File: src/rtl/race_pkg.sv
// race_pkg: shared constants for the race datapath.
// Heading codes, screen size, colours, default start position.
package race_pkg;

  localparam int SCREEN_W = 160;
  localparam int SCREEN_H = 120;

  localparam int DEF_START_X = 10;
  localparam int DEF_START_Y = 58;

  localparam logic [2:0] COL_BLACK = 3'b000;
  localparam logic [2:0] COL_CAR   = 3'b100;

  typedef enum logic [1:0] {
    HEAD_E = 2'd0,
    HEAD_S = 2'd1,
    HEAD_W = 2'd2,
    HEAD_N = 2'd3
  } heading_e;

  typedef enum logic [1:0] {
    REQ_NONE,
    REQ_CAR,
    REQ_OVER,
    REQ_FIX
  } req_e;

  // Add d to v and clamp into [0, hi].
  function automatic int sat_add(
    input int v,
    input int d,
    input int hi
  );
    int s;
    s = v + d;
    if (s < 0) s = 0;
    if (s > hi) s = hi;
    return s;
  endfunction

endpackage

File: src/rtl/car_sprite_datapath_if.sv
// car_sprite_datapath_if: pixel bus to the VGA adapter and background ROM.
// master: bg_addr/x/y/colour/pix_valid out, bg_colour in; slave mirrors.
interface car_sprite_datapath_if #(
  parameter int X_W = 8,
  parameter int Y_W = 7
);

  logic [X_W+Y_W-1:0] bg_addr;
  logic [2:0]         bg_colour;
  logic [X_W-1:0]     x;
  logic [Y_W-1:0]     y;
  logic [2:0]         colour;
  logic               pix_valid;

  modport master (
    output bg_addr,
    output x,
    output y,
    output colour,
    output pix_valid,
    input  bg_colour
  );

  modport slave (
    input  bg_addr,
    input  x,
    input  y,
    input  colour,
    input  pix_valid,
    output bg_colour
  );

endinterface

File: src/rtl/sprite_sweep_counter.sv
// sprite_sweep_counter: raster dx (inner) / dy (outer) sprite counter.
// In: Clock, Reset, clear, hold. Out: dx, dy, last (stops at last).
module sprite_sweep_counter #(
  parameter int CAR_W = 4,
  parameter int CAR_H = 4,
  parameter int DX_W  = 2,
  parameter int DY_W  = 2
) (
  input  logic            Clock,
  input  logic            Reset,
  input  logic            clear,
  input  logic            hold,
  output logic [DX_W-1:0] dx,
  output logic [DY_W-1:0] dy,
  output logic            last
);

  logic [DX_W-1:0] dx_q, dx_d;
  logic [DY_W-1:0] dy_q, dy_d;
  logic            dx_end;
  logic            dy_end;

  assign dx_end = (dx_q == DX_W'(CAR_W - 1));
  assign dy_end = (dy_q == DY_W'(CAR_H - 1));
  assign last   = dx_end & dy_end;

  // Parks on the last pixel so a held request sees a frozen count.
  always_comb begin
    dx_d = dx_q;
    dy_d = dy_q;
    if (clear) begin
      dx_d = '0;
      dy_d = '0;
    end else if (!hold && !last) begin
      if (dx_end) begin
        dx_d = '0;
        dy_d = dy_q + DY_W'(1);
      end else begin
        dx_d = dx_q + DX_W'(1);
      end
    end
  end

  always_ff @(posedge Clock or posedge Reset) begin
    if (Reset) begin
      dx_q <= '0;
      dy_q <= '0;
    end else begin
      dx_q <= dx_d;
      dy_q <= dy_d;
    end
  end

  assign dx = dx_q;
  assign dy = dy_q;

endmodule

File: src/rtl/car_sprite_datapath.sv
// car_sprite_datapath: car position/heading, moves, and draw/over/fix sweeps.
// In: Clock, Reset, FSM controls, player inputs. Out: pixel bus, Done flags.
module car_sprite_datapath
  import race_pkg::*;
#(
  parameter int         CAR_W      = 4,
  parameter int         CAR_H      = 4,
  parameter int         X_W        = 8,
  parameter int         Y_W        = 7,
  parameter int         START_X    = DEF_START_X,
  parameter int         START_Y    = DEF_START_Y,
  parameter int         STEP       = 1,
  parameter logic [2:0] CAR_COLOUR = COL_CAR
) (
  input  logic Clock,
  input  logic Reset,
  input  logic set_reset_signals,
  input  logic start_race,
  input  logic draw_car,
  input  logic draw_over_car,
  input  logic draw_fix_car,
  input  logic move,
  input  logic forward,
  input  logic left,
  input  logic right,
  car_sprite_datapath_if.master bus,
  output logic DoneDrawCar,
  output logic DoneDrawOverCar,
  output logic DoneFixCar
);

  localparam int DX_W  = (CAR_W > 1) ? $clog2(CAR_W) : 1;
  localparam int DY_W  = (CAR_H > 1) ? $clog2(CAR_H) : 1;
  localparam int X_MAX = SCREEN_W - CAR_W;
  localparam int Y_MAX = SCREEN_H - CAR_H;

  logic [X_W-1:0] pos_x_q, pos_x_d;
  logic [Y_W-1:0] pos_y_q, pos_y_d;
  logic [X_W-1:0] prev_x_q, prev_x_d;
  logic [Y_W-1:0] prev_y_q, prev_y_d;
  heading_e       heading_q, heading_d;

  logic           done_car_q, done_car_d;
  logic           done_over_q, done_over_d;
  logic           done_fix_q, done_fix_d;

  logic [X_W-1:0] x_q, x_d;
  logic [Y_W-1:0] y_q, y_d;
  logic [2:0]     col_q, col_d;
  logic           use_bg_q, use_bg_d;
  logic           valid_q, valid_d;

  logic [DX_W-1:0] dx;
  logic [DY_W-1:0] dy;
  logic            last;
  logic            reload;
  logic            emit;
  logic            done_act;
  req_e            req;
  logic [X_W-1:0]  pix_x;
  logic [Y_W-1:0]  pix_y;

  assign reload = set_reset_signals | start_race;

  always_comb begin
    req = REQ_NONE;
    if (draw_fix_car)       req = REQ_FIX;
    else if (draw_over_car) req = REQ_OVER;
    else if (draw_car)      req = REQ_CAR;
  end

  always_comb begin
    done_act = 1'b0;
    unique case (req)
      REQ_CAR:  done_act = done_car_q;
      REQ_OVER: done_act = done_over_q;
      REQ_FIX:  done_act = done_fix_q;
      default:  done_act = 1'b0;
    endcase
  end

  assign emit = (req != REQ_NONE) & ~done_act & ~reload;

  sprite_sweep_counter #(
    .CAR_W (CAR_W),
    .CAR_H (CAR_H),
    .DX_W  (DX_W),
    .DY_W  (DY_W)
  ) u_cnt (
    .Clock (Clock),
    .Reset (Reset),
    .clear (reload | (req == REQ_NONE)),
    .hold  (~emit),
    .dx    (dx),
    .dy    (dy),
    .last  (last)
  );

  assign pix_x = pos_x_q + X_W'(dx);
  assign pix_y = pos_y_q + Y_W'(dy);

  assign bus.bg_addr = {pix_y, pix_x};

  // Position, heading and the fix-sweep rollback.
  always_comb begin
    pos_x_d   = pos_x_q;
    pos_y_d   = pos_y_q;
    prev_x_d  = prev_x_q;
    prev_y_d  = prev_y_q;
    heading_d = heading_q;
    if (reload) begin
      pos_x_d   = X_W'(START_X);
      pos_y_d   = Y_W'(START_Y);
      prev_x_d  = X_W'(START_X);
      prev_y_d  = Y_W'(START_Y);
      heading_d = HEAD_E;
    end else begin
      if (move) begin
        if (forward) begin
          prev_x_d = pos_x_q;
          prev_y_d = pos_y_q;
          unique case (heading_q)
            HEAD_E: pos_x_d = X_W'(sat_add(int'(pos_x_q), STEP, X_MAX));
            HEAD_S: pos_y_d = Y_W'(sat_add(int'(pos_y_q), STEP, Y_MAX));
            HEAD_W: pos_x_d = X_W'(sat_add(int'(pos_x_q), -STEP, X_MAX));
            HEAD_N: pos_y_d = Y_W'(sat_add(int'(pos_y_q), -STEP, Y_MAX));
            default: ;
          endcase
        end else if (left) begin
          heading_d = heading_e'(heading_q - 2'd1);
        end else if (right) begin
          heading_d = heading_e'(heading_q + 2'd1);
        end
      end
      // A completed fix sweep undoes the move that hit the wall.
      if (emit && req == REQ_FIX && last) begin
        pos_x_d = prev_x_q;
        pos_y_d = prev_y_q;
      end
    end
  end

  // Done flags: set with the last pixel, held while the request stays up.
  always_comb begin
    done_car_d  = done_car_q;
    done_over_d = done_over_q;
    done_fix_d  = done_fix_q;
    if (emit && last) begin
      unique case (req)
        REQ_CAR:  done_car_d  = 1'b1;
        REQ_OVER: done_over_d = 1'b1;
        REQ_FIX:  done_fix_d  = 1'b1;
        default:  ;
      endcase
    end
    if (reload || !draw_car)      done_car_d  = 1'b0;
    if (reload || !draw_over_car) done_over_d = 1'b0;
    if (reload || !draw_fix_car)  done_fix_d  = 1'b0;
  end

  // Output stage; background colour joins one cycle later from the ROM.
  always_comb begin
    x_d      = x_q;
    y_d      = y_q;
    valid_d  = emit;
    use_bg_d = emit & (req != REQ_CAR);
    col_d    = COL_BLACK;
    if (emit) begin
      x_d = pix_x;
      y_d = pix_y;
      if (req == REQ_CAR) col_d = CAR_COLOUR;
    end
  end

  always_ff @(posedge Clock or posedge Reset) begin
    if (Reset) begin
      pos_x_q     <= X_W'(START_X);
      pos_y_q     <= Y_W'(START_Y);
      prev_x_q    <= X_W'(START_X);
      prev_y_q    <= Y_W'(START_Y);
      heading_q   <= HEAD_E;
      done_car_q  <= 1'b0;
      done_over_q <= 1'b0;
      done_fix_q  <= 1'b0;
      x_q         <= '0;
      y_q         <= '0;
      col_q       <= COL_BLACK;
      use_bg_q    <= 1'b0;
      valid_q     <= 1'b0;
    end else begin
      pos_x_q     <= pos_x_d;
      pos_y_q     <= pos_y_d;
      prev_x_q    <= prev_x_d;
      prev_y_q    <= prev_y_d;
      heading_q   <= heading_d;
      done_car_q  <= done_car_d;
      done_over_q <= done_over_d;
      done_fix_q  <= done_fix_d;
      x_q         <= x_d;
      y_q         <= y_d;
      col_q       <= col_d;
      use_bg_q    <= use_bg_d;
      valid_q     <= valid_d;
    end
  end

  assign bus.x         = x_q;
  assign bus.y         = y_q;
  assign bus.pix_valid = valid_q;
  assign bus.colour    = use_bg_q ? bus.bg_colour : col_q;

  assign DoneDrawCar     = done_car_q;
  assign DoneDrawOverCar = done_over_q;
  assign DoneFixCar      = done_fix_q;

endmodule

File: src/flat_wrapper.sv
// flat-port wrapper written by rule: the top's interface ports become plain ports
module car_sprite_datapath_flat import race_pkg::*;
#(
  parameter int         CAR_W      = 4,
  parameter int         CAR_H      = 4,
  parameter int         X_W        = 8,
  parameter int         Y_W        = 7,
  parameter int         START_X    = DEF_START_X,
  parameter int         START_Y    = DEF_START_Y,
  parameter int         STEP       = 1,
  parameter logic [2:0] CAR_COLOUR = COL_CAR
)
  (Clock, Reset, set_reset_signals, start_race, draw_car, draw_over_car, draw_fix_car, move, forward, left, right, DoneDrawCar, DoneDrawOverCar, DoneFixCar, bus_bg_addr, bus_x, bus_y, bus_colour, bus_pix_valid, bus_bg_colour);
  car_sprite_datapath_if #(.X_W(X_W), .Y_W(Y_W)) bus_i ();
  input  logic Clock;
  input  logic Reset;
  input  logic set_reset_signals;
  input  logic start_race;
  input  logic draw_car;
  input  logic draw_over_car;
  input  logic draw_fix_car;
  input  logic move;
  input  logic forward;
  input  logic left;
  input  logic right;
  output logic DoneDrawCar;
  output logic DoneDrawOverCar;
  output logic DoneFixCar;
  output wire logic [$bits(bus_i.bg_addr)-1:0] bus_bg_addr;
  output wire logic [$bits(bus_i.x)-1:0] bus_x;
  output wire logic [$bits(bus_i.y)-1:0] bus_y;
  output wire logic [$bits(bus_i.colour)-1:0] bus_colour;
  output wire logic [$bits(bus_i.pix_valid)-1:0] bus_pix_valid;
  input wire logic [$bits(bus_i.bg_colour)-1:0] bus_bg_colour;
  assign bus_bg_addr = bus_i.bg_addr;
  assign bus_x = bus_i.x;
  assign bus_y = bus_i.y;
  assign bus_colour = bus_i.colour;
  assign bus_pix_valid = bus_i.pix_valid;
  assign bus_i.bg_colour = bus_bg_colour;
  car_sprite_datapath #(.CAR_W(CAR_W), .CAR_H(CAR_H), .X_W(X_W), .Y_W(Y_W), .START_X(START_X), .START_Y(START_Y), .STEP(STEP), .CAR_COLOUR(CAR_COLOUR)) u_core (.Clock(Clock), .Reset(Reset), .set_reset_signals(set_reset_signals), .start_race(start_race), .draw_car(draw_car), .draw_over_car(draw_over_car), .draw_fix_car(draw_fix_car), .move(move), .forward(forward), .left(left), .right(right), .bus(bus_i), .DoneDrawCar(DoneDrawCar), .DoneDrawOverCar(DoneDrawOverCar), .DoneFixCar(DoneFixCar));
endmodule
File: config.mk
export PLATFORM = sky130hd
export DESIGN_NAME = car_sprite_datapath_flat
export DESIGN_NICKNAME = d
export VERILOG_FILES = /design/src/rtl/race_pkg.sv /design/src/rtl/car_sprite_datapath_if.sv /design/src/rtl/sprite_sweep_counter.sv /design/src/rtl/car_sprite_datapath.sv /design/src/flat_wrapper.sv
export SDC_FILE = /design/constraint.sdc
export NUM_CORES = 1
export LEC_CHECK = 0
export BUFFER_PORTS_ARGS = -buffer_cell sky130_fd_sc_hd__buf_2
export CORE_ASPECT_RATIO = 1.75
export CORE_MARGIN = 1.5
export CORE_UTILIZATION = 33
export DETAILED_ROUTE_END_ITERATION = 16
export PLACE_DENSITY = 0.51
export SETUP_SLACK_MARGIN = 0.05
export SKIP_CTS_REPAIR_TIMING = 1
export SLEW_MARGIN = 20
export SYNTH_ARGS = -nofsm -noshare
export SYNTH_HDL_FRONTEND = slang
export SYNTH_SLANG_ARGS = --single-unit
export TNS_END_PERCENT = 1
File: constraint.sdc
create_clock -name Clock -period 2.7 [get_ports Clock]
set_clock_uncertainty 0.05 [all_clocks]
set_input_delay 0.405 -clock Clock [delete_from_list [all_inputs] [get_ports Clock]]
set_output_delay 0.405 -clock Clock [all_outputs]
set_load 0.05 [all_outputs]
==> results.cfg, run 1 <==
[run_status]
status = finished clean

[cells_and_area]
layout.nets = 559
n_fill_cell = 1176
diodes = 0
layout-drive-gt1-share_pct = 24.8
seq_area_um2 = 1440
area_growth_pct = 19.3
multiInputGateArea_um2 = 2280

[critical_path]
r2r_end = u_core.pos_x_q[0]
arrival_ns = 2.12
cpPeakStageDelay_ns = 0.44
rr_worst_depth = 8
crit_path_end_kind = primary output
r2r_start = u_core.pos_x_q[1]
reg2reg_slack_ns = 0.26
critical_path_class = reg -> out
start_kind = flip-flop
crit_slowest_cell = dfrtp_2
crit_required_ns = 2.25
crit_buf_inv = 2
critPathMaxFanout = 9
cp_top_family = adder cells
crit_chain = ha_1, inv_1, fa_1, nor2_1, xor2_1, clkbuf_4

[detailed_routing]
vias_per_cell = 5.51
drt_iter0_drc = 171
routedWlPerCell_um = 17.3
num_vias = 3677
drcViolationCount = 0
drt_pass1_iterations = 4
drt_wl_total_um = 11500
final_antenna_net_count = 0

[cts]
cts_buffer_depth = 2
cts_tree = built
clk_latency_ns = 0.32
clk_pin_slew_worst_paths_ns = 0.05
cts_buffers = 9
clock-root-buffer = clkbuf_16
cts.sinks = 57
h-tree-depth = 3

[flow_run]
drv_cap = 0

[logic_synthesis]
async_flop_share_pct = 100
synth_top_family_by_area = simple AND/OR/NAND/NOR gates
synthMuxAreaShare_pct = 4.62
synth_fa_ha_area_share_pct = 6.04
ys_ff_latch = 57
synth-simple-area-share_pct = 23.0
synth.distinct_cells = 74
synth_cells = 469
synth_xor_area_share_pct = 4.84
synth_nets = 501
yosys_warnings = 0
synth_compound_area_share_pct = 18.7
ys.flop_type = dfrtp_1
synth_edf_count = 0
synthesis.area_um2 = 3980
ys_seq_area_share_pct = 36.2
synthTopCellsByCount = nand2_1 (62), dfrtp_1 (45), a21oi_1 (38)
synth_top_cell_by_area = dfrtp_1
syn_area_per_cell_um2 = 8.48
synth_most_common_cell = nand2_1
ys_top_cells_by_area = dfrtp_1 (28%), dfstp_2 (7.9%), nand2_1 (5.8%)
synth_top_area_share_pct = 28.3

[sta]
finalMaxSlewViolations = 0
setup_violations = 0
rsz0062_at_grt = true
finalWorstSetupSlack_ns = 0.120
fin_crit_sh_pct = 95.6
fmax_mhz = 388
hold_violations = 0
fin_tns_setup_ns = 0
worstMarginPinSlew_ns = 0.751
maxSlewHeadroom_pct = 49.9
min_period_ns = 2.58

[power_and_ir_drop]
leakagePower_nw = 2.13
ir_worst_vdd_uv = 298
powerDensity_nw_per_um2 = 464

[floorplanning]
rows = 52
start_util_pct = 34.2
coreArea_um2 = 11600
dieWidth_um = 86.0
die_h_um = 148
die_area_um2 = 12800
ios = 51

[placement]
dpl.hpwl_um = 8540
post-place-ws_ns = 0.182
place_congestion = 0.898
port_buffers = 50

[grt]
grt_pass1_vias = 3789
antenna_found_initial = 0
grt_max_degree = 58
gr-total-overflow = 0
grt_pass1_wl_um = 19200
grt_usage_pct = 19.2

[hold_path]
holdCritPathClass = in -> async
[layout make-up]
cell class,count,share of cell area [%]
Multi-Input combinational cell,359,48.1
Sequential cell,57,30.4
Timing Repair Buffer,81,10.4
Clock buffer,10,4.82
Tap cell,135,3.56
Inverter,19,1.50
Clock inverter,6,1.24
[flip-flops by register name, summed over array words and instances (netlist names)]
| name | flops |
|---|---|
| u_core.DoneDrawOverCar | 1 |
| u_core.u_cnt.dx | 2 |
| u_core.pos_y_q | 7 |
| u_core.bus.x | 8 |
| u_core.DoneFixCar | 1 |
| u_core.pos_x_q | 8 |
| u_core.col_q | 1 |
| u_core.DoneDrawCar | 1 |
| u_core.use_bg_q | 1 |
| u_core.bus.y | 7 |
| u_core.u_cnt.dy | 2 |
| u_core.prev_x_q | 8 |
| u_core.heading_q | 2 |
| u_core.prev_y_q | 7 |
| u_core.bus.pix_valid | 1 |
[where the power goes]
part | total [W] | switching [W] | internal, W
registers | 0.000887 | 0.0000118 | 0.000875
clock network | 0.00110 | 0.000396 | 0.000708
logic | 0.000213 | 0.000152 | 0.0000615
[worst min-delay path, delay by kind of cell]
family / cells / cell delay [ns]
buffers and inverters: 3 / 0.70
[stage by stage]
step / cells / instance area (um^2) / hold WS, ns / utilization [%] / total power [W]
floorplan: 469 / 3980 / 0.417 / - / 0.00105
finish: 667 / 4750 / 0.232 / 40.8 / 0.00220
global route: 667 / 4750 / 0.253 / 40.8 / 0.00230
detailed placement: 643 / 4390 / 0.407 / 37.7 / 0.00112
CTS: 659 / 4670 / 0.249 / 40.1 / 0.00223
global placement: 643 / 4390 / 0.405 / 37.7 / 0.00111
[kinds of logic (layout without fill, tap and decap cells)]
logic type / count (synthesis) / after routing
compound gates: 119 / 119
xor+xnor: 22 / 22
fa+ha+maj: 18 / 18
buf+inv: 53 / 116
flops: 57 / 57
mux: 17 / 17
simple gates: 183 / 183
[layout by cell type (no fill, tap or decap), drive strengths merged, types with 3 or more instances in the layout]
cell type	count
a21oi	38
a31oi	4
and2	7
and3	6
buf	80
clkbuf	11
clkinv	6
dfrtp	45
dfstp	12
ha	16
inv	18
mux2	11
mux2i	6
nand2	62
nand2b	7
nand3	19
nand3b	3
nand4	6
nor2	36
nor2b	5
nor3	12
nor3b	4
o2111ai	3
o211ai	6
o21ai	31
o22ai	5
o31ai	4
or3	3
or4	3
xnor2	15
xor2	7
[how the worst max path moves through the flow]
stage,start,endpoint,slack [ns],depth (start not counted)
after detailed placement,u_core.pos_x_q[1],u_core.pos_x_q[0],0.18,8
after floorplan,u_core.pos_x_q[1],bus_bg_addr[4],0.13,5
after global routing,u_core.pos_x_q[1],u_core.pos_x_q[0],0.002,8
final,u_core.pos_x_q[0],bus_bg_addr[4],0.12,6
after CTS,u_core.pos_x_q[1],bus_bg_addr[4],-0.1,5
after global placement,u_core.pos_x_q[1],u_core.pos_x_q[0],0.27,8
[routing by layer]
metal | GRT usage [%] | part of all wire, %
met1 | 20.3 | 37
met2 | 35.4 | 57
met3 | 3.00 | 2.8
met4 | 11.0 | 2.4
met5 | 0 | 0
(Power assumes the default switching activity.)
==> run 2, diff against run 1 <==
--- a/config.mk
+++ b/config.mk
@@ -6,7 +6,6 @@
 export NUM_CORES = 1
 export LEC_CHECK = 0
 export BUFFER_PORTS_ARGS = -buffer_cell sky130_fd_sc_hd__buf_2
-export CORE_ASPECT_RATIO = 1.75
 export CORE_MARGIN = 1.5
 export CORE_UTILIZATION = 33
 export DETAILED_ROUTE_END_ITERATION = 16
==> run 2 against run 1 <==
Die area decreased by 0.20%. Critical path depth stayed put. Total power up 4.3%. Flip-flop and latch count unchanged. Clock power grew 9%. Largest cell class unchanged.
==> results.cfg, run 2 (synthesis results as in run 1) <==
[critical_path]
crit_chain = ha_1, inv_1, fa_1, nor2_1, xor2_1, buf_4
start_kind = flip-flop
critical_path_class = reg -> out
crit_buf_inv = 2
reg2reg_slack_ns = 0.28
r2r_end = u_core.pos_x_q[0]
arrival_ns = 2.09
cp_top_family = adder cells
crit_path_end_kind = primary output
cpPeakStageDelay_ns = 0.50
critPathMaxFanout = 15
r2r_start = u_core.pos_x_q[1]
crit_required_ns = 2.25
rr_worst_depth = 8
crit_slowest_cell = dfrtp_2

[cells_and_area]
area_growth_pct = 19.5
layout-drive-gt1-share_pct = 24.1
n_fill_cell = 1167
postLayoutCoreUtil_pct = 41.1
layout.nets = 554
layout_commonest_cell = nand2_1
diodes = 0
final_cell_mix = nand2_1 (62), buf_2 (46), dfrtp_1 (43), a21oi_1 (38), nor2_1 (36)

[sta]
whs_ns = 0.0641
worstMarginPinSlew_ns = 0.696
fin_crit_sh_pct = 94.4
maxSlewHeadroom_pct = 53.3
setup_violations = 0
finalMaxSlewViolations = 0
rsz0062_at_grt = true
fin_tns_setup_ns = 0
hold_violations = 0
min_period_ns = 2.55
finalWorstSetupSlack_ns = 0.150
fmax_mhz = 392

[grt]
grt_max_degree = 23
grt_pass1_vias = 3535
grt_usage_pct = 17.9
grt_pass1_wl_um = 18300
gr-total-overflow = 0
antenna_found_initial = 0

[power_and_ir_drop]
p_int_w = 0.00174
swShare_pct = 24.3
leakagePower_nw = 2.11
p_sw_w = 0.000559
combPwrFrac_pct = 9.3
power_frac_seq_pct = 38.6
p_clk_share_pct = 52.1
ir_worst_vdd_uv = 254
powerDensity_nw_per_um2 = 483

[placement]
place_congestion = 0.894
post-place-ws_ns = 0.204
dpl.hpwl_um = 7880
port_buffers = 50

[cts]
cts_buffer_depth = 2
clock-root-buffer = clkbuf_16
h-tree-depth = 3
clk_pin_slew_worst_paths_ns = 0.05
cts_tree = built
clk_latency_ns = 0.32
cts_buffers = 9
cts.sinks = 57

[floorplanning]
die_h_um = 113
die_area_um2 = 12700
ios = 51
dieWidth_um = 113
start_util_pct = 34.4
coreArea_um2 = 11600
rows = 39

[detailed_routing]
drt_pass1_iterations = 4
drt_wl_total_um = 10800
routedWlPerCell_um = 16.1
num_vias = 3610
vias_per_cell = 5.39
drt_iter0_drc = 244
final_antenna_net_count = 0
drcViolationCount = 0

[flow_run]
drv_cap = 0

[run_status]
status = finished clean

[hold_path]
holdCritPathClass = in -> async
[run 2: cell count changes in the layout (fill, tap and decap cells not counted), sizes merged]
cell | previous run | this run
buf | 80 | 76
bufinv | 1 | 2
clkinvlp | 0 | 1
clkbuf | 11 | 10
clkinv | 6 | 4
[run 2: worst max path at each step]
stage	from	to	slack (ns)	depth (start not counted)
after floorplan	u_core.pos_x_q[1]	bus_bg_addr[4]	0.13	5
after global placement	u_core.pos_x_q[2]	u_core.pos_x_q[0]	0.29	6
after detailed placement	u_core.pos_x_q[1]	u_core.pos_x_q[0]	0.20	8
after CTS	u_core.pos_x_q[0]	bus_bg_addr[4]	-0.06	6
after global routing	u_core.pos_x_q[0]	bus_bg_addr[4]	0.02	6
final	u_core.pos_x_q[0]	bus_bg_addr[6]	0.15	6
[run 2: metal layers]
metal  track usage (%)  vias to the layer above  share of wire (%)
met3              2.25                       12                3.9
met1              25.5                     1747                 50
met5                 0                        -                  0
li1                  -                     1761                  -
met2              27.8                       90                 44
met4              6.41                        0                1.4
[run 2: cell type report]
type	instances	area [um^2]	area share (%)
Clock inverter	6	82.6	1.74
Sequential cell	57	1440	30.4
Inverter	19	71.3	1.50
Timing Repair Buffer	76	468	9.84
Clock buffer	10	229	4.81
Tap cell	143	179	3.76
Multi-Input combinational cell	359	2280	48.0
[run 2: stage by stage]
| step | power [W] | instances | cell area [um^2] |
|---|---|---|---|
| 3_3_place_gp | 0.00112 | 650 | 4400 |
| 4_1_cts | 0.00232 | 666 | 4710 |
| 2_1_floorplan | 0.00105 | 469 | 3980 |
| 5_1_grt | 0.00239 | 670 | 4760 |
| 3_5_place_dp | 0.00112 | 650 | 4400 |
| 6_report | 0.00230 | 670 | 4760 |
[run 2: worst register-to-register path: cells and delay by family, from the launching register on]
kind / cells / cell delay, ns
AND/OR/NAND/NOR: 3 / 0.31
adder cells (fa/ha/maj): 1 / 0.29
multiplexers: 1 / 0.23
buffers and inverters: 1 / 0.16
flip-flops: 1 / 0.59
AO/OA/AOI/OAI: 2 / 0.65
[run 2: power by group through the flow]
stage	Combinational, W	Sequential (W)	Clock (W)
5_1_grt	0.000236	0.000890	0.00126
6_report	0.000213	0.000888	0.00120
3_3_place_gp	0.000215	0.000901	0
3_5_place_dp	0.000215	0.000902	0
2_1_floorplan	0.000112	0.000935	0
4_1_cts	0.000216	0.000888	0.00122
==> run 3, diff against run 2 <==
--- a/config.mk
+++ b/config.mk
@@ -6,7 +6,7 @@
 export NUM_CORES = 1
 export LEC_CHECK = 0
 export BUFFER_PORTS_ARGS = -buffer_cell sky130_fd_sc_hd__buf_2
-export CORE_MARGIN = 1.5
+export CORE_MARGIN = 2
 export CORE_UTILIZATION = 33
 export DETAILED_ROUTE_END_ITERATION = 16
 export PLACE_DENSITY = 0.51
==> run 3 against run 2 <==
Sequential power is essentially flat. Non-clock buffer count down 3. Register-to-register slack about the same. Wire length is 0.12% lower. Die area is 1.8% higher. Worst hold slack improved by 0.012 ns. Fmax is 0.32% higher. First-iteration DRC count up 46%. Worst setup slack better by 0.0082 ns. Core utilization down 1.3 points. Cell count increased by 0.15%. Global-route usage fell by 0.71 points. Highest routed layer unchanged.
==> results.cfg, run 3 (synthesis results as in run 1) <==
[run_status]
status = finished clean

[sta]
fin_tns_setup_ns = 0
fin_crit_sh_pct = 94.1
maxSlewHeadroom_pct = 52.5
worstMarginPinSlew_ns = 0.713
min_period_ns = 2.54
finalMaxSlewViolations = 0
hold_violations = 0
rsz0062_at_grt = true
setup_violations = 0
fmax_mhz = 393
finalWorstSetupSlack_ns = 0.158

[power_and_ir_drop]
leakagePower_nw = 2.10
p_clk_share_pct = 52.6
p_sw_w = 0.000572
ir_worst_vdd_uv = 361
combPwrFrac_pct = 9.1
power_frac_seq_pct = 38.3
p_int_w = 0.00174
powerDensity_nw_per_um2 = 487
swShare_pct = 24.7

[grt]
antenna_found_initial = 0
grt_max_degree = 27
gr-total-overflow = 0
grt_pass1_wl_um = 17900
grt_usage_pct = 17.1
grt_pass1_vias = 3423

[placement]
place_congestion = 0.883
placedInstanceArea_um2 = 4390
dpl.hpwl_um = 7860
port_buffers = 50
dp_cells = 653
post-place-ws_ns = 0.149

[cells_and_area]
postLayoutCoreUtil_pct = 39.9
area_growth_pct = 19.3
diodes = 0
layout-drive-gt1-share_pct = 23.9
final_area_um2 = 4750
layout_commonest_cell = nand2_1
fin_cells = 671
final_cell_mix = nand2_1 (62), buf_2 (48), dfrtp_1 (45), a21oi_1 (38), nor2_1 (36)
layout.nets = 551

[detailed_routing]
num_vias = 3620
final_antenna_net_count = 0
vias_per_cell = 5.39
drcViolationCount = 0
routedWlPerCell_um = 16.1
drt_pass1_iterations = 5
drt_iter0_drc = 357
drt_wl_total_um = 10800

[critical_path]
critical_path_class = reg -> out
crit_required_ns = 2.25
reg2reg_slack_ns = 0.29
r2r_start = u_core.pos_x_q[2]
critPathMaxFanout = 5
crit_path_end_kind = primary output
rr_worst_depth = 6
r2r_end = u_core.pos_x_q[0]
start_kind = flip-flop
arrival_ns = 2.09

[floorplanning]
coreArea_um2 = 11900
start_util_pct = 33.4
rows = 40
dieWidth_um = 114
die_area_um2 = 13000
die_h_um = 114
ios = 51

[cts]
cts.sinks = 57
cts_buffer_depth = 2
h-tree-depth = 3
cts_buffers = 9
clock-root-buffer = clkbuf_16
clk_pin_slew_worst_paths_ns = 0.06
cts_tree = built
clk_latency_ns = 0.32

[hold_path]
holdCritPathClass = in -> async

[flow_run]
drv_cap = 0
## run 3: through the flow
stage          hold slack (ns)  power (W)
5_1_grt                  0.127    0.00240
6_report                0.0765    0.00231
3_3_place_gp             0.404    0.00111
2_1_floorplan            0.417    0.00105
4_1_cts                  0.102    0.00234
3_5_place_dp             0.415    0.00111
## run 3: worst max-delay path, stage by stage, from the launching register on
cell and delay (ns):
dfstp_2 0.54, inv_1 0.10, fa_1 0.47, nor2_1 0.15, xor2_1 0.23, clkbuf_4 0.28
## run 3: layout make-up
| class | instances | area (um^2) |
|---|---|---|
| Inverter | 19 | 71.3 |
| Multi-Input combinational cell | 359 | 2290 |
| Fill cell | 1199 | 7160 |
| Clock buffer | 9 | 225 |
| Timing Repair Buffer | 73 | 440 |
| Sequential cell | 57 | 1440 |
| Clock inverter | 7 | 95.1 |
| Tap cell | 147 | 184 |
## run 3: routing by layer
layer | GRT usage [%] | routed length [um]
met3 | 1.91 | 409
met5 | 0 | 0
met1 | 24.5 | 5260
met2 | 27.3 | 5010
met4 | 5.37 | 119
## run 3: worst max-delay path by stage
stage,startpoint,end,slack [ns],depth (start not counted)
detailed placement,u_core.pos_x_q[1],u_core.pos_x_q[0],0.15,8
CTS,u_core.pos_x_q[1],bus_bg_addr[6],-0.09,5
global placement,u_core.pos_x_q[1],u_core.pos_x_q[0],0.18,8
global route,u_core.pos_x_q[1],bus_bg_addr[6],0.04,5
finish,u_core.pos_x_q[1],bus_bg_addr[6],0.16,5
floorplan,u_core.pos_x_q[1],bus_bg_addr[4],0.13,5
## run 3: power by group through the flow
stage	clock network, W	registers (W)	logic, W
detailed placement	0	0.000899	0.000213
finish	0.00122	0.000885	0.000210
global placement	0	0.000899	0.000212
floorplan	0	0.000935	0.000112
CTS	0.00124	0.000885	0.000213
global route	0.00128	0.000887	0.000231
